<file path="src/rtl/uart_rx_gen.sv">
// uart_rx_gen: oversampling UART receiver with configurable framing, parity,
// frame counting and sticky inactivity timeout. Define UART_RX_BREAK_EN to add break_det.
module uart_rx_gen #(
  parameter int unsigned CLKS_PER_BIT = 9,
  parameter int unsigned DATA_BITS    = 8,
  parameter int unsigned PARITY       = 0,
  parameter int unsigned STOP_BITS    = 1,
  parameter int unsigned NUM_PACKETS  = 256,
  parameter int unsigned TIMEOUT_CLKS = 131072
) (
  input  logic                           clk,
  input  logic                           n_rst,
  input  logic                           rx,
  output logic                           tx,
  output logic                           data_valid,
  output logic [DATA_BITS-1:0]           data,
  output logic                           parity_err,
  output logic                           frame_err,
  output logic [$clog2(NUM_PACKETS)-1:0] packet_count,
  output logic                           buffer_finish,
  output logic                           timeout
`ifdef UART_RX_BREAK_EN
  ,
  output logic                           break_det
`endif
);

  localparam int unsigned PW     = $clog2(CLKS_PER_BIT);
  localparam int unsigned CW     = $clog2(NUM_PACKETS);
  localparam int unsigned TW     = $clog2(TIMEOUT_CLKS) + 1;
  localparam int unsigned BW     = $clog2(DATA_BITS + 1);
  localparam int unsigned SAMPLE = CLKS_PER_BIT / 2;

  typedef enum logic [2:0] {
    S_WAIT_FIRST,
    S_IDLE,
    S_START,
    S_DATA,
    S_PARITY,
    S_STOP,
    S_DONE,
    S_TIMEOUT
  } state_t;

  state_t r_state, w_state_nxt;

  logic                 r_sync1, r_sync2;
  logic                 w_rx_s, w_edge, w_fall, w_fall_ok;
  logic [PW-1:0]        r_phase;
  logic                 w_sample;
  logic [BW-1:0]        r_bitcnt;
  logic                 w_last_data, w_last_stop;
  logic [DATA_BITS-1:0] r_shift;
  logic                 r_par_bit;
  logic                 r_ferr_acc;
  logic                 r_from_wait;
  logic [TW-1:0]        r_tcnt;
  logic                 w_enter_start, w_enter_idle;

  logic                 w_done, w_par_x, w_perr, w_ferr, w_bfin;
  logic                 r_data_valid, r_perr, r_ferr, r_bfin, r_timeout;
  logic [DATA_BITS-1:0] r_data;
  logic [CW-1:0]        r_count;

  assign w_rx_s = r_sync2;
  assign w_edge = r_sync1 ^ r_sync2;
  assign w_fall = w_edge & ~r_sync1;

  always_ff @(posedge clk or negedge n_rst) begin
    if (!n_rst) begin
      r_sync1 <= 1'b1;
      r_sync2 <= 1'b1;
    end else begin
      r_sync1 <= rx;
      r_sync2 <= r_sync1;
    end
  end

  // Phase restarts on every line transition so sampling tracks the transmitter.
  always_ff @(posedge clk or negedge n_rst) begin
    if (!n_rst)
      r_phase <= '0;
    else if (w_edge || r_phase == PW'(CLKS_PER_BIT - 1))
      r_phase <= '0;
    else
      r_phase <= r_phase + PW'(1);
  end

  assign w_sample    = (r_phase == PW'(SAMPLE));
  assign w_last_data = w_sample && (r_bitcnt == BW'(DATA_BITS - 1));
  assign w_last_stop = w_sample && (r_bitcnt == BW'(STOP_BITS - 1));

`ifdef UART_RX_BREAK_EN
  localparam int unsigned FRAME_CLKS =
    (1 + DATA_BITS + ((PARITY != 0) ? 1 : 0) + STOP_BITS) * CLKS_PER_BIT;
  localparam int unsigned LW = $clog2(2 * FRAME_CLKS + 1);
  localparam int unsigned HW = $clog2(CLKS_PER_BIT + 1);

  logic [LW-1:0] r_low_cnt;
  logic [HW-1:0] r_high_cnt;
  logic          r_brk_hold, r_break_det, w_break;

  assign w_break   = ~w_rx_s && (r_low_cnt == LW'(2 * FRAME_CLKS - 1)) && (r_state != S_TIMEOUT);
  assign w_fall_ok = w_fall & ~r_brk_hold;
  assign break_det = r_break_det;

  // After a break, start detection stays blocked until one full bit of idle-high.
  always_ff @(posedge clk or negedge n_rst) begin
    if (!n_rst) begin
      r_low_cnt   <= '0;
      r_high_cnt  <= '0;
      r_brk_hold  <= 1'b0;
      r_break_det <= 1'b0;
    end else begin
      if (w_rx_s)
        r_low_cnt <= '0;
      else if (r_low_cnt != LW'(2 * FRAME_CLKS))
        r_low_cnt <= r_low_cnt + LW'(1);
      if (!w_rx_s)
        r_high_cnt <= '0;
      else if (r_high_cnt != HW'(CLKS_PER_BIT))
        r_high_cnt <= r_high_cnt + HW'(1);
      if (w_break)
        r_brk_hold <= 1'b1;
      else if (r_high_cnt == HW'(CLKS_PER_BIT))
        r_brk_hold <= 1'b0;
      r_break_det <= w_break;
    end
  end
`else
  assign w_fall_ok = w_fall;
`endif

  always_ff @(posedge clk or negedge n_rst) begin
    if (!n_rst)
      r_state <= S_WAIT_FIRST;
    else
      r_state <= w_state_nxt;
  end

  always_comb begin
    w_state_nxt = r_state;
    case (r_state)
      S_WAIT_FIRST: if (w_fall_ok) w_state_nxt = S_START;
      S_IDLE: begin
        if (w_fall_ok)
          w_state_nxt = S_START;
        else if (r_tcnt == TW'(TIMEOUT_CLKS - 1))
          w_state_nxt = S_TIMEOUT;
      end
      S_START: begin
        if (w_sample) begin
          if (!w_rx_s)
            w_state_nxt = S_DATA;
          else
            w_state_nxt = r_from_wait ? S_WAIT_FIRST : S_IDLE;
        end
      end
      S_DATA:   if (w_last_data) w_state_nxt = (PARITY != 0) ? S_PARITY : S_STOP;
      S_PARITY: if (w_sample) w_state_nxt = S_STOP;
      S_STOP:   if (w_last_stop) w_state_nxt = S_DONE;
      S_DONE:   w_state_nxt = w_fall_ok ? S_START : S_IDLE;
      S_TIMEOUT: w_state_nxt = S_TIMEOUT;
      default:  w_state_nxt = S_WAIT_FIRST;
    endcase
`ifdef UART_RX_BREAK_EN
    if (w_break && (r_state == S_START || r_state == S_DATA ||
                    r_state == S_PARITY || r_state == S_STOP))
      w_state_nxt = S_IDLE;
`endif
  end

  always_comb begin
    w_done  = (w_state_nxt == S_DONE);
    w_par_x = (^r_shift) ^ r_par_bit;
    w_perr  = 1'b0;
    if (PARITY == 1)
      w_perr = ~w_par_x;
    else if (PARITY == 2)
      w_perr = w_par_x;
    // The final stop sample lands on the same cycle DONE is entered.
    w_ferr = r_ferr_acc | (w_sample & ~w_rx_s);
    w_bfin = w_done && (r_count == CW'(NUM_PACKETS - 1));
  end

  assign w_enter_start = (w_state_nxt == S_START) && (r_state != S_START);
  assign w_enter_idle  = (w_state_nxt == S_IDLE) && (r_state != S_IDLE);

  always_ff @(posedge clk or negedge n_rst) begin
    if (!n_rst) begin
      r_bitcnt    <= '0;
      r_shift     <= '0;
      r_par_bit   <= 1'b0;
      r_ferr_acc  <= 1'b0;
      r_from_wait <= 1'b1;
      r_tcnt      <= '0;
    end else begin
      if (w_state_nxt != r_state)
        r_bitcnt <= '0;
      else if (w_sample && (r_state == S_DATA || r_state == S_STOP))
        r_bitcnt <= r_bitcnt + BW'(1);

      if (r_state == S_DATA && w_sample)
        r_shift <= {w_rx_s, r_shift[DATA_BITS-1:1]};
      if (r_state == S_PARITY && w_sample)
        r_par_bit <= w_rx_s;

      if (w_enter_start)
        r_ferr_acc <= 1'b0;
      else if (r_state == S_STOP && w_sample && !w_rx_s)
        r_ferr_acc <= 1'b1;

      if (w_enter_start)
        r_from_wait <= (r_state == S_WAIT_FIRST);

      if (w_enter_idle)
        r_tcnt <= '0;
      else if (r_state == S_IDLE)
        r_tcnt <= r_tcnt + TW'(1);
    end
  end

  always_ff @(posedge clk or negedge n_rst) begin
    if (!n_rst) begin
      r_data_valid <= 1'b0;
      r_bfin       <= 1'b0;
      r_data       <= '0;
      r_perr       <= 1'b0;
      r_ferr       <= 1'b0;
      r_count      <= '0;
      r_timeout    <= 1'b0;
    end else begin
      r_data_valid <= w_done;
      r_bfin       <= w_bfin;
      if (w_done) begin
        r_data  <= r_shift;
        r_perr  <= w_perr;
        r_ferr  <= w_ferr;
        r_count <= r_count + CW'(1);
      end
      if (w_state_nxt == S_TIMEOUT)
        r_timeout <= 1'b1;
    end
  end

  assign tx            = 1'b1;
  assign data_valid    = r_data_valid;
  assign data          = r_data;
  assign parity_err    = r_perr;
  assign frame_err     = r_ferr;
  assign packet_count  = r_count;
  assign buffer_finish = r_bfin;
  assign timeout       = r_timeout;

endmodule
</file>
<file path="config.mk">
export PLATFORM = sky130hd
export DESIGN_NAME = uart_rx_gen
export DESIGN_NICKNAME = d
export VERILOG_FILES = /design/src/rtl/uart_rx_gen.sv
export SDC_FILE = /design/constraint.sdc
export NUM_CORES = 1
export LEC_CHECK = 0
export ABC_CLOCK_PERIOD_IN_PS = 5800
export CELL_PAD_IN_SITES_DETAIL_PLACEMENT = 1
export CELL_PAD_IN_SITES_GLOBAL_PLACEMENT = 2
export CORE_MARGIN = 1
export CORE_UTILIZATION = 35
export DETAILED_ROUTE_END_ITERATION = 12
export GPL_ROUTABILITY_DRIVEN = 0
export PLACE_DENSITY_LB_ADDON = 0.2
export SLEW_MARGIN = 20
export SYNTH_ARGS = -nofsm -noshare
export SYNTH_HDL_FRONTEND = slang
export SYNTH_SLANG_ARGS = --single-unit
</file>
<file path="constraint.sdc">
create_clock -name clk -period 5.8 [get_ports clk]
set_clock_uncertainty 0.2 [all_clocks]
set_input_delay 0.58 -clock clk [delete_from_list [all_inputs] [get_ports clk]]
set_output_delay 0.58 -clock clk [all_outputs]
set_load 0.01 [all_outputs]
</file>
# [Word-level counts from Yosys, hierarchy flattened]
# Cells that the tools add are included.
[totals] regBits=61 out_inout_bits=22 word_cells=79
[op_classes] add_sub_neg=4 n_eq_ne=19 mux=18 n_bitwise=6 n_reduce_logical=17
[op_table] cell="two-way mux 18 bit" n=2
[op_table] cell="case mux 3 bit (8 select lines)" n=1
[op_table] cell="two-way mux 3 bit" n=7
[op_table] cell="adder 18 x 1 -> 18 bit, second input constant" n=1
[op_table] cell="equality test 18 x 17 -> 1 bit, second input constant" n=1
[op_table] cell="equality test 3 bit, second input constant" n=6
[op_table] cell="two-way mux 4 bit" n=3
[op_table] cell="equality test 3 x 2 -> 1 bit, second input constant" n=3
[op_table] cell="logical AND 1 bit" n=9
[op_table] cell="adder 4 x 1 -> 4 bit, second input constant" n=2
[op_table] cell="adder 8 x 1 -> 8 bit, second input constant" n=1
[op_table] cell="equality test 4 x 3 -> 1 bit, second input constant" n=2
[op_table] cell="equality test 8 bit, second input constant" n=1
[op_table] cell="equality test 3 x 1 -> 1 bit, second input constant" n=2
[op_table] cell="nonzero test 2 bit" n=3
[op_table] cell="equality test 4 bit, second input constant" n=1
[op_table] cell="zero test 4 bit" n=1
[op_table] cell="two-way mux 2 bit" n=2
[op_table] cell="zero test 3 bit" n=1
[op_table] cell="two-way mux 1 bit" n=3
[op_table] cell="inequality test 3 x 1 -> 1 bit, second input constant" n=1
[op_table] cell="inequality test 3 x 2 -> 1 bit, second input constant" n=1
[op_table] cell="inequality test 3 bit" n=1
[op_table] cell="bitwise AND 1 bit" n=2
[op_table] cell="other kinds (5)" n=7

# [Logic depth before layout (Yosys ltp)]
# Gate-level depths: netlist of the first run.
[depth] depth_word=7 depth_mapped=11 mapped_depth_nobuf=10

# [Worst setup path before layout of the first run]
# Ideal clock, no wire load.
[synth_path] kind="register to register" startpoint="reg r_state[2]" endpoint="reg r_from_wait" arrival_time_ps=1959 t_required_ps=5517 setup_slack_ps=3557 stages_incl_launch_ff=9 period_less_slack_ps=2243 cell_sequence="dfrtp_1 buf_6 nor3b_4 nand4_2 or4_4 buf_6 nand3_4 o21ai_2 o32a_1"
[synth_via] elab_chain_cells=5 word_cells_on_any_way=19 cone_classes="9 x eq/ne; 8 x mux; 2 x reduce/logical"
[synth_rtl] element="start, declared" line_no="45" source="state_t r_state, w_state_nxt;"
[synth_rtl] element="start signal, assigned" line_no="138" source="r_state <= w_state_nxt;"
[synth_rtl] element="two-way mux 3 bit" line_no="148" source="else if (r_tcnt == TW'(TIMEOUT_CLKS - 1))"
[synth_rtl] element="two-way mux 3 bit" line_no="146" source="if (w_fall_ok)"
[synth_rtl] element="case mux 3 bit (8 select lines)" line_no="143" source="case (r_state)"
[synth_rtl] element="equality test 3 x 2 -> 1 bit" line_no="186" source="assign w_enter_start = (w_state_nxt == S_START) && (r_state != S_START);"
[synth_rtl] element="logical AND 1 bit" line_no="186"
[synth_rtl] element="end signal, assigned" line_no="214" source="r_from_wait <= (r_state == S_WAIT_FIRST);"
[synth_rtl] element="end, declared" line_no="56" source="logic r_from_wait;"
# Several ways; a longest one is shown, not always the timed one.
# A chain may end at the register's enable or synchronous reset.

# [Worst setup path in the final report of the first run]
[layout_path] startpoint="reg r_state[2]" endpoint="reg r_tcnt[11]"
[layout_via] elab_chain_cells=6 word_cells_on_any_way=21 cone_classes="9 x eq/ne; 9 x mux; 3 x reduce/logical"
[layout_rtl] element="two-way mux 3 bit" line_no="148"
[layout_rtl] element="two-way mux 3 bit" line_no="146"
[layout_rtl] element="case mux 3 bit (8 select lines)" line_no="143"
[layout_rtl] element="equality test 3 x 1 -> 1 bit" line_no="187" source="assign w_enter_idle = (w_state_nxt == S_IDLE) && (r_state != S_IDLE);"
[layout_rtl] element="logical AND 1 bit" line_no="187"
[layout_rtl] element="two-way mux 18 bit / nonzero test 2 bit (equally long branches)"
[layout_rtl] element="end signal, assigned" line_no="219" source="r_tcnt <= r_tcnt + TW'(1);"
[layout_rtl] element="end, declared" line_no="57" source="logic [TW-1:0] r_tcnt;"
# Several ways; a longest one is shown, not always the timed one.

==> impl_metrics.yaml, run 1 <==
clock_tree:
  post_cts_buffers: 0
  worstSkewPairLatency_ps: 340
  cts_tree: "yes"
  cts-resized-gates: 0
  cts_buffer_depth: 2
  cts_made_buffers: 9
  clock-sinks: 61
  hold_buffers: 0
  cts-root-buf: "clkbuf_8"
  cts_htree_levels: 3
  clk_pin_slew_ps: 80
detailed_routing:
  vias_per_cell: 5.092
  post-route-drc-count: 0
  vias: 2159
  drt_iter0_drc: 92
  ant_nets: 0
  wl_per_cell_um: 14.80
  drt_first_pass_iters: 4
  routed_wirelength_mm: 6.277
status:
  status: "finished clean"
worst_setup_path:
  cp.arrival_ps: 3140
  reg2reg_depth: 8
  rrSetupSlack_ps: 2690
  max_stage_delay_ps: 610
  worstSetupPathType: "reg -> reg"
  critical_path.cell_chain: "nand4b_1 > nor2_1 > nand2_1 > inv_2 > a21oi_1 > nand3_2 > o211ai_1 > o31ai_1"
  cp.required_ps: 5820
  cp-end-kind: "register"
  crit_family: "simple AND/OR/NAND/NOR gates"
  worst-path-max-fanout: 19
  critPathLaunchType: "register"
  cp_num_buf_inv: 1
  r2r_start: "r_state[2]"
  worstReg2RegEnd: "r_tcnt[11]"
  cpMaxStageDelayCell: "dfrtp_1"
synth:
  synth_warnings: 0
  synth_common_cells: "dfrtp_1 (58), nand2_1 (47), nand3_1 (20), nor2_1 (16), o21ai_0 (13)"
  synth_seq_cells: 61
  synth_edf_count: 0
  syn-num-nets: 301
  syn_area_sq_mm: 0.002958
  synth.avg_cell_area_sq_um: 10.16
  synthFlopType: "dfrtp_1"
  yosysUniqueCellTypes: 55
  yosysTopAreaCellShare_pct: 49.07
  seq_area_frac_synth_pct: 51.73
  postSynthCellCount: 291
  async_flop_share_pct: 100.0
  yosysMostFrequentCell: "dfrtp_1"
  synthTopCellsByArea: "dfrtp_1 (49%), nand2_1 (6.0%), nand3_1 (3.4%)"
  yosysTopAreaCell: "dfrtp_1"
cells_and_area:
  fill_cells: 911
  multi_input_area_sq_mm: 0.001305
  ff_latch_area_sq_mm: 0.001530
  layout-drive-gt1-share_pct: 12.54
  nNetsFinal: 324
  design_area_sq_mm: 0.003458
  syn_to_final_growth_pct: 16.92
  antenna_cells: 0
sta:
  worstMarginPinSlew_ps: 783.5
  finalSetupViolations: 0
  hold_viol_final: 0
  relSlewSlack_pct: 47.77
  fmax_mhz: 321.2
  finalCritPeriodShare_pct: 53.68
  min_period_ps: 3113
  hold_slack_ps: 161.8
  grt_setup_unrepaired: "no"
  setup_tns_ps: 0
  setup_ws_ps: 2687
  slew_violations: 0
power:
  power.internal_mw: 0.7594
  p_seq_share_pct: 45.5
  p_sw_mw: 0.3082
  pwr-share-comb_pct: 14.0
  power_mw: 1.068
  cellPowerDensity_mw_per_mm2: 308.7
  switching_share_pct: 28.87
  p_leak_nw: 1.567
  clock_power_share_pct: 40.5
  ir_worst_vdd_mv: 0.1251
floorplanning:
  io_pins: 25
  core_sq_mm: 0.008217
  dieWidth_um: 93.93
  die_y_um: 93.93
  rows: 33
  dieArea_sq_mm: 0.008823
  floorplan.initialDensity_pct: 36.00
hold_path:
  hp-class: "reg -> reg"
  worstHoldEndpoint: "r_sync2"
  hold_path_depth: 0
  worstHoldStart: "r_sync1"
grt:
  gr-total-overflow: 0
  grt_use_met3_pct: 3.155
  grt_pass1_wl_mm: 10.89
  grt_max_degree: 62
  use_met1_pct: 20.73
  grt_busiest_layer: "met2"
  antenna_found_initial: 0
  grt_use_met2_pct: 25.91
  grt_pass1_vias: 2267
  grt.total_usage_pct: 16.17
placed_design:
  post-place-ws_ps: 2630
  dpl_cell_area_sq_mm: 0.003234
  io_buffer_count: 22
  dp_hpwl_mm: 4.252
run:
  cap_violations: 0
## final cells by class
type                            instances  share of cell area, %
Tap cell                              105                  3.799
Clock buffer                           11                  4.088
Timing Repair Buffer                   23                  6.440
Sequential cell                        61                  44.25
Clock inverter                          5                  2.388
Multi-Input combinational cell        207                  37.74
Inverter                               12                  1.302
## metal layers
metal  vias up  share of wire [%]
li1       1050                  -
met3         9                2.1
met2        22                 48
met5         -                  0
met4         0                1.9
met1      1078                 48
## worst reg2reg max path: cells and delay by family (launching register included)
family | cells | cell delay (ps)
buffers and inverters | 1 | 240
AO/OA/AOI/OAI | 3 | 870
AND/OR/NAND/NOR | 4 | 1070
flip-flops | 1 | 610
## kinds of logic (layout without fill, tap and decap cells)
kind of cell	Yosys count	after routing	share of synthesized area [%]
simple gates	127	127	22.50
flops	61	61	51.73
compound gates	47	47	10.49
buf+inv	23	51	4.145
xor+xnor	13	13	3.849
mux	11	11	4.061
fa+ha+maj	7	7	2.961
other cells	2	2	0.2539
## power groups by stage
stage | registers (mW) | clock network, mW | logic, mW
detailed placement | 0.494 | 0 | 0.151
finish | 0.486 | 0.432 | 0.150
floorplan | 0.474 | 0 | 0.128
CTS | 0.485 | 0.445 | 0.152
global placement | 0.494 | 0 | 0.151
global route | 0.490 | 0.462 | 0.173
## worst max path at each step
stage	start	to	slack, ps	depth (start not counted)
CTS	r_state[2]	r_tcnt[11]	2620	8
global route	r_phase[0]	r_tcnt[5]	2370	10
global placement	r_state[2]	r_tcnt[11]	2740	8
detailed placement	r_state[2]	r_tcnt[11]	2630	8
floorplan	r_state[2]	r_from_wait	3560	8
finish	r_state[2]	r_tcnt[11]	2690	8
## layout by cell type (no fill, tap or decap), types with 8 or more instances in the layout
cell and instances:
a21oi_1 9, mux2_2 8, o21ai_0 13, nor2_1 16, clkbuf_8 10, nand3_1 20
nand4_1 9, dfrtp_1 58, inv_1 11, nand2_1 47, clkdlybuf4s50_1 21, xnor2_1 8
## metrics by stage
| step | std cells | util [%] |
|---|---|---|
| 6_report | 424 | 42.09 |
| 5_1_grt | 424 | 42.09 |
| 4_1_cts | 424 | 42.09 |
| 3_5_place_dp | 408 | 39.36 |
| 3_3_place_gp | 408 | 39.36 |
| 2_1_floorplan | 291 | - |
## registers in the layout (all words and copies together), names as in the netlist
| register | count |
|---|---|
| data_valid | 1 |
| r_ferr_acc | 1 |
| buffer_finish | 1 |
| r_sync1 | 1 |
| r_tcnt | 18 |
| packet_count | 8 |
| r_from_wait | 1 |
| timeout | 1 |
| data | 8 |
| r_shift | 8 |
| r_bitcnt | 4 |
| frame_err | 1 |
| r_phase | 4 |
| r_sync2 | 1 |
| r_state | 3 |
(Power assumes the default switching activity.)
==> inputs of run 2 (changes only) <==
- ABC_CLOCK_PERIOD_IN_PS: 5800 -> 2700
- CORE_UTILIZATION: 35 -> 34
- clock period: 5.8 -> 2.7 ns (I/O delays scaled with it)
==> impl_metrics.yaml, run 2 (synthesis gave the netlist of run 1 again) <==
detailed_routing:
  post-route-drc-count: 0
  vias: 2214
  ant_nets: 0
  routed_wirelength_mm: 6.409
  vias_per_cell: 5.078
  wl_per_cell_um: 14.70
  drt_iter0_drc: 72
  drt_first_pass_iters: 4
worst_setup_path:
  worstSetupPathType: "reg -> reg"
  cp.required_ps: 2730
  cp-end-kind: "register"
  critPathLaunchType: "register"
  cp_num_buf_inv: 2
  max_stage_delay_ps: 440
  cpMaxStageDelayCell: "a21oi_1"
  worst-path-max-fanout: 9
  critical_path.cell_chain: "inv_1 > ha_1 > and3b_1 > nand2_1 > a21oi_1 > buf_4 > nand3_4 > a31o_2"
  cp.arrival_ps: 2490
  crit_family: "compound AO/OA/AOI/OAI gates"
  rrSetupSlack_ps: 240
power:
  switching_share_pct: 29.10
  p_sw_mw: 0.6720
  power.internal_mw: 1.638
  clock_power_share_pct: 39.1
  pwr-share-comb_pct: 17.3
  p_leak_nw: 1.625
  ir_worst_vdd_mv: 0.2620
  p_seq_share_pct: 43.6
  cellPowerDensity_mw_per_mm2: 647.3
sta:
  finalSetupViolations: 0
  grt_setup_unrepaired: "no"
  hold_slack_ps: 136.9
  setup_tns_ps: 0
  relSlewSlack_pct: 54.94
  worstMarginPinSlew_ps: 676.0
  hold_viol_final: 0
  slew_violations: 0
  min_period_ps: 2461
  fmax_mhz: 406.4
  finalCritPeriodShare_pct: 91.14
clock_tree:
  cts-root-buf: "clkbuf_8"
  post_cts_buffers: 0
  cts_made_buffers: 9
  cts_htree_levels: 3
  cts_buffer_depth: 2
  worstSkewPairLatency_ps: 330
  clk_pin_slew_ps: 80
  cts_tree: "yes"
  clock-sinks: 61
grt:
  grt_max_degree: 30
  grt_pass1_wl_mm: 10.93
  grt_pass1_vias: 2287
  gr-total-overflow: 0
  antenna_found_initial: 0
  grt.total_usage_pct: 15.75
floorplanning:
  io_pins: 25
  floorplan.initialDensity_pct: 35.64
  dieArea_sq_mm: 0.009076
  core_sq_mm: 0.008299
  die_y_um: 95.27
  rows: 33
  dieWidth_um: 95.27
cells_and_area:
  largest-register: "r_tcnt"
  nNetsFinal: 336
  antenna_cells: 0
  final_cells: 436
  final_common_cell: "dfrtp_1"
  layout-drive-gt1-share_pct: 15.71
  largest_reg_flops: 18
  syn_to_final_growth_pct: 20.64
  final_cell_mix: "dfrtp_1 (58), nand2_1 (47), clkdlybuf4s50_1 (21)"
  fill_cells: 939
status:
  status: "finished clean"
placed_design:
  dp.cells: 419
  io_buffer_count: 22
  dp_hpwl_mm: 4.658
run:
  cap_violations: 0
hold_path:
  hp-class: "in -> reg"
## run 2: cell type report
cell class	count	area (sq um)	share of cell area [%]
Timing Repair Buffer	35	327.8	9.187
Inverter	12	45.04	1.262
Clock buffer	9	123.9	3.471
Clock inverter	7	97.59	2.735
Tap cell	105	131.4	3.682
Multi-Input combinational cell	207	1313	36.78
Sequential cell	61	1530	42.88
## run 2: layer usage
metal / global-route usage (%) / up-vias / part of all wire (%)
li1: - / 1079 / -
met3: 2.951 / 10 / 2.2
met2: 26.01 / 20 / 48
met5: 0 / - / 0
met4: 7.197 / 0 / 1.8
met1: 19.90 / 1105 / 48
## run 2: power groups by stage
stage	registers (mW)	logic, mW	clock network, mW
floorplan	1.02	0.274	0
global placement	1.02	0.399	0
detailed placement	1.02	0.401	0
CTS	1.01	0.402	0.935
global route	1.01	0.450	0.968
finish	1.01	0.400	0.904
## run 2: what timing repair did
action | 4_1_cts | 5_1_grt
gates resized for setup | 0 | 1
setup endpoints to repair | 0 | 7
hold buffers | 1 | 0
hold endpoints to repair | 24 | 0
## run 2: final timing paths
path / start / endpoint / depth (start not counted)
setup reg to reg: r_phase[0] / timeout / 8
min in group asynchronous: n_rst / r_tcnt[14] / 2
hold / removal: rx / r_sync1 / 1
max in group asynchronous: n_rst / r_from_wait / 3
setup / recovery: r_phase[0] / timeout / 8
hold reg to reg: r_sync1 / r_sync2 / 0
## run 2: worst register-to-register path: stages, from the launching register on
cell and delay (ps):
dfrtp_1 410, inv_1 70, ha_1 200, and3b_1 380, nand2_1 100, a21oi_1 440
buf_4 230, nand3_4 90, a31o_2 250
## run 2: stage by stage
stage | power, mW | setup slack [ps] | util, % | area, sq um
after detailed placement | 1.425 | 188.8 | 40.12 | 3329
after floorplan | 1.292 | 457.1 | - | 2958
after global placement | 1.423 | 256.2 | 40.12 | 3329
after global routing | 2.432 | 11.70 | 43.00 | 3568
final | 2.310 | 239.1 | 43.00 | 3568
after CTS | 2.344 | 174.2 | 42.91 | 3561
==> RTL change 1: new RTL, settings of run 1 <==
The parameter `PARITY` goes from 0 to 1.
--- a/src/rtl/uart_rx_gen.sv
+++ b/src/rtl/uart_rx_gen.sv
@@ -3,7 +3,7 @@
 module uart_rx_gen #(
   parameter int unsigned CLKS_PER_BIT = 9,
   parameter int unsigned DATA_BITS    = 8,
-  parameter int unsigned PARITY       = 0,
+  parameter int unsigned PARITY       = 1,
   parameter int unsigned STOP_BITS    = 1,
   parameter int unsigned NUM_PACKETS  = 256,
   parameter int unsigned TIMEOUT_CLKS = 131072
Check against the original RTL: same outputs for any inputs over 10 cycles, from zero or initial values and one cycle with n_rst low; that may be too few to reach the edited logic, so the function may still have changed.
==> RTL change 1 against run 1 <==
  * Synthesized area increased by 3.8%
  * Final area increased by 3.9%
  * Worst setup slack got worse by 0.073 ns
  * Sequential cell count increased by 2
  * Largest power group unchanged
  * Routed wire length increased by 4.2%
  * Maximum frequency decreased by 2.3%
  * Final cell count increased by 1.9%
  * Power decreased by 9.3%
==> RTL change 1: results (changes against run 1) <==
The part of the Yosys area used for sequential elements was 0.514 (-0.00288). After synthesis, the most frequently instantiated cells are dfrtp_1 (60), nand2_1 (23), o21ai_0 (19), mux2_2 (18), nor2_1 (16). The wire length of the first global-routing pass is 11.5 mm (+6.0%), and the total routing usage reported by global routing is 0.168 (+0.00593).

The filler cell count in the final layout was 944 (+3.6%); the global routing met2 resource utilization was 0.254 (-0.00555). Via density per instance: 5.25 (+3.1%). The run finished with clean final reports.

The number of I/O port buffers was 23 (+4.5%). The static leakage power was 0.00157 uW (+0.16%). The switching part of the total power works out to 0.287 (-0.00204). The run gives 64 (+3.2%) as the maximum number of pins on one net before global-route repair. The run gives 68 (-26%) as the number of design-rule violations left by the first detailed-router iteration. The via count of the first global-routing pass came out at 2,300 (+1.5%). The largest driver fanout on the critical path was 16 (-3); the total nets after synthesis was 304 (+1.0%). The met1 usage is 0.230 (+0.0223). The tools report the worst voltage drop across the vdd grid as 0.142 mV (+13%). Number of distinct library cells after synthesis: 54 (-1.8%).

The logs give 3420 um^2 (+5.6%) for the standard cell area after detailed placement and 4.55 mm (+7.1%) for the estimated wirelength of the detail-placed design. The average detailed-routed wire length per instance was 15.1 um (+2.3%); the global-route track usage on met3 was 0.0478 (+0.0163). The arrival time at the worst endpoint came out at 3.20 ns (+0.06 ns). The share of layout cells above drive strength 1 was 0.159 (+0.0336); the net count of the finished layout was 332 (+2.5%). The startpoint of the worst-slack reg-to-reg timing path is r_state[1].
## RTL change 1: layout make-up
cell class                 instances  area [um^2]  share of cell area
sequential                        63         1580               0.440
multi-input combinational        206         1400               0.390
timing repair buffer              26          248              0.0689
tap                              105          131              0.0366
clock buffer                       9          124              0.0345
inverter                          16         60.1              0.0167
clock inverter                     7         48.8              0.0136
## RTL change 1: through the flow
| step | utilization | power, uW | instances |
|---|---|---|---|
| after floorplan | - | 600 | 294 |
| after global placement | 0.410 | 634 | 416 |
| after detailed placement | 0.410 | 637 | 416 |
| after CTS | 0.430 | 987 | 432 |
| after global routing | 0.431 | 1030 | 432 |
| final | 0.431 | 968 | 432 |
## RTL change 1: cell families after synthesis
family | Yosys count | share of synthesized area
other | 1 | 0.00122
AND/OR/NAND/NOR | 104 | 0.185
XOR/XNOR | 20 | 0.0570
AO/OA/AOI/OAI | 55 | 0.112
multiplexers | 19 | 0.0692
flip-flops | 63 | 0.514
buffers and inverters | 25 | 0.0330
adder cells (fa/ha/maj) | 7 | 0.0285
## RTL change 1: critical path, cell delays in order (launching register included)
cell and delay [ns]:
dfrtp_1 0.57, or3b_1 0.58, or4_1 0.70, o32a_1 0.39
a22o_1 0.28, o2111ai_2 0.26, nor2_1 0.09
## RTL change 1: final timing paths
check / endpoint / slack (ns) / cells past startpoint
worst max-delay path: r_bitcnt[3] / 2.61 / 6
worst min-delay path: r_sync2 / 0.19 / 0
worst max register to register: r_bitcnt[3] / 2.61 / 6
worst min register to register: r_sync2 / 0.19 / 0
max in group asynchronous: data[5] / 4.67 / 2
min in group asynchronous: r_tcnt[10] / 0.21 / 2
## RTL change 1: layer usage
metal,part of all wire,vias to the layer above
met5,0,-
met4,0.013,0
met3,0.026,8
met2,0.46,26
li1,-,1101
met1,0.50,1132
## RTL change 1: power groups by stage
stage	clock (uW)	sequential [uW]	combinational (uW)
CTS	359	506	122
global placement	0	513	120
floorplan	0	503	96.5
detailed placement	0	515	122
finish	343	506	119
global route	384	511	139
==> RTL change 2: new RTL, flow settings as in run 1 <==
Without the edit above. One comparison of `r_bitcnt` changes from == to >=.
--- a/src/rtl/uart_rx_gen.sv
+++ b/src/rtl/uart_rx_gen.sv
@@ -87,7 +87,7 @@
   end
 
   assign w_sample    = (r_phase == PW'(SAMPLE));
-  assign w_last_data = w_sample && (r_bitcnt == BW'(DATA_BITS - 1));
+  assign w_last_data = w_sample && (r_bitcnt >= BW'(DATA_BITS - 1));
   assign w_last_stop = w_sample && (r_bitcnt == BW'(STOP_BITS - 1));
 
 `ifdef UART_RX_BREAK_EN
Function: no difference found for any inputs over 10 cycles, from zero or initial values and one cycle with n_rst low; that may be too few to reach the edited logic, so the function may still have changed.
==> RTL change 2 against run 1 <==
  * Power rose by 9.4%
  * Highest routed layer unchanged
  * Maximum frequency fell by 3.6%
  * Final area increased by 4.4%
  * Routed wire length grew 7.6%
  * Synthesized area is 4.9% higher
  * Worst setup slack got worse by 0.12 ns
  * Count of clock-buffer cells in the layout grew 2
  * Sequential power is 4% higher
  * Critical endpoint is now r_tcnt[7]
  * Sequential cell count stayed put
  * Non-clock buffer count unchanged
==> RTL change 2: results (changes against run 1) <==
The number of buffers created by CTS is 9 (unchanged). The commonest cells after synthesis are dfrtp_1 (58), nand2_1 (48), nand3_1 (26), nor2_1 (19), inv_1 (18). The total setup buffers inserted after CTS was 0 (unchanged); the transition time at the pin with the least slew margin was 0.945 ns (+0.162 ns). The worst stage delay on the critical path works out to 0.84 ns (+0.23 ns). The total iterations of the first detailed-routing run is 4 (unchanged), and the hold path depth is 0 (unchanged). The tools report the post-placement setup slack as 2.54 ns (-0.0871 ns).

The maximum number of pins on one net before global-route repair was 62 (unchanged); the cell count of the worst reg-to-reg path was 6 (-2). The largest register by flop count was r_tcnt. For the clock latency of the later-clocked register in the worst-skew pair, the log shows 0.33 ns. The tools report the standard cell area after detailed placement as 3410 um^2 (+5.3%). In this run the critical register-to-register path is launched from r_state[0].

The average detailed-routed wire length per instance was 15.1 um (+2.3%). The net count of the finished layout is 346 (+6.8%), and the setup slack of the most critical reg-to-reg path is 2.57 ns (-0.12 ns). The estimated wirelength of the detail-placed design is 4.64 mm (+9.1%). The tools report the number of vias after detailed routing as 2,324 (+7.6%).

Ranked by total cell area, the synthesized netlist is headed by dfrtp_1 (47%), nand2_1 (5.8%), nand3_1 (4.2%), mux2_2 (2.9%), ha_1 (2.8%). For the synthesis warning total, the log shows 0 (unchanged). The cell count after synthesis was 312 (+7.2%); the total nets after synthesis was 322 (+7.0%). The tools report the part of the Yosys area used for sequential elements as 0.493 (-0.0244).

The worst min-delay path category is reg -> reg. The final cycle utilization of the critical path came out at 0.557 (+0.0199). The terminus of the critical flop-to-flop path was r_tcnt[7]. The worst voltage drop across the vdd grid was 0.127 mV (+1.5%); the number of cells after detailed placement was 430 (+5.4%).

Path type of the worst setup path: reg -> reg. The via count of the first global-routing pass was 2,393 (+5.6%). The logs give 0.168 (+0.00679) for the total routing usage reported by global routing and 60 (+9.1%) for the number of distinct library cells after synthesis. For the static leakage power, the log shows 0.00160 uW (+2.4%). The run finished with clean final reports.

The hold path startpoint is r_sync1. The number of design-rule violations left by the first detailed-router iteration was 61 (-34%); the wire length of the first global-routing pass was 11.7 mm (+7.7%). The routed wire length was 6.75 mm (+7.6%). The slowest stage of the critical path belongs to the cell nor3b_2. The largest driver fanout on the critical path is 15 (-4). The arrival time at the worst endpoint is 3.27 ns (+0.13 ns), and the share of layout cells above drive strength 1 is 0.138 (+0.0124).
## RTL change 2: cell types whose count changed in the layout (fill, tap and decap cells not counted), sizes merged, moves of 3 or more
cell,delta
o21ai,-6
inv,+6
nor2,+3
nand3,+6
a21oi,-7
nor2b,+3
o21bai,+3
o211ai,+5
or3,+4
a41oi,-3
## RTL change 2: per-stage QoR
stage / hold slack [ns] / util / total power, uW
finish: 0.168 / 0.431 / 1170
global placement: 0.157 / 0.405 / 778
floorplan: 0.0844 / - / 720
detailed placement: 0.160 / 0.406 / 793
global route: 0.179 / 0.431 / 1240
CTS: 0.171 / 0.431 / 1200
## RTL change 2: cell families (layout without fill, tap and decap cells)
| logic type | after synthesis | after routing | synth area share |
|---|---|---|---|
| compound gates | 47 | 47 | 0.121 |
| xor+xnor | 10 | 10 | 0.0282 |
| fa+ha+maj | 7 | 7 | 0.0282 |
| buf+inv | 30 | 59 | 0.0439 |
| flops | 61 | 61 | 0.493 |
| mux | 11 | 11 | 0.0387 |
| other cells | 2 | 2 | 0.00242 |
| simple gates | 144 | 144 | 0.245 |
## RTL change 2: worst max path at each step
stage / end / cells after the start
after floorplan: r_tcnt[4] / 10
after global placement: r_tcnt[7] / 6
after detailed placement: r_tcnt[7] / 6
after CTS: r_tcnt[7] / 6
after global routing: packet_count[2] / 6
final: r_tcnt[7] / 6
## RTL change 2: where the power goes
group / total (uW) / internal, uW / switching [uW]
logic: 279 / 86.3 / 192
clock network: 386 / 222 / 164
registers: 504 / 458 / 45.9
total: 1170 / 766 / 402
## RTL change 2: routing by layer
metal / share of wire / global-route usage
met1: 0.47 / 0.210
met2: 0.50 / 0.279
met3: 0.026 / 0.0458
met4: 0.0073 / 0.0597
met5: 0 / 0
## RTL change 2: final cells by class
class	instances	area, um^2
Multi-Input combinational cell	221	1450
Clock inverter	3	45.0
Sequential cell	61	1530
Inverter	20	75.1
Tap cell	105	131
Clock buffer	13	159
Timing Repair Buffer	23	223
Fill cell	954	4770
## RTL change 2: worst max-delay path, delay by kind of cell, from the launching register on
family	cells	cell delay (ns)
simple gates	3	1.58
compound gates	3	0.78
flops	1	0.58
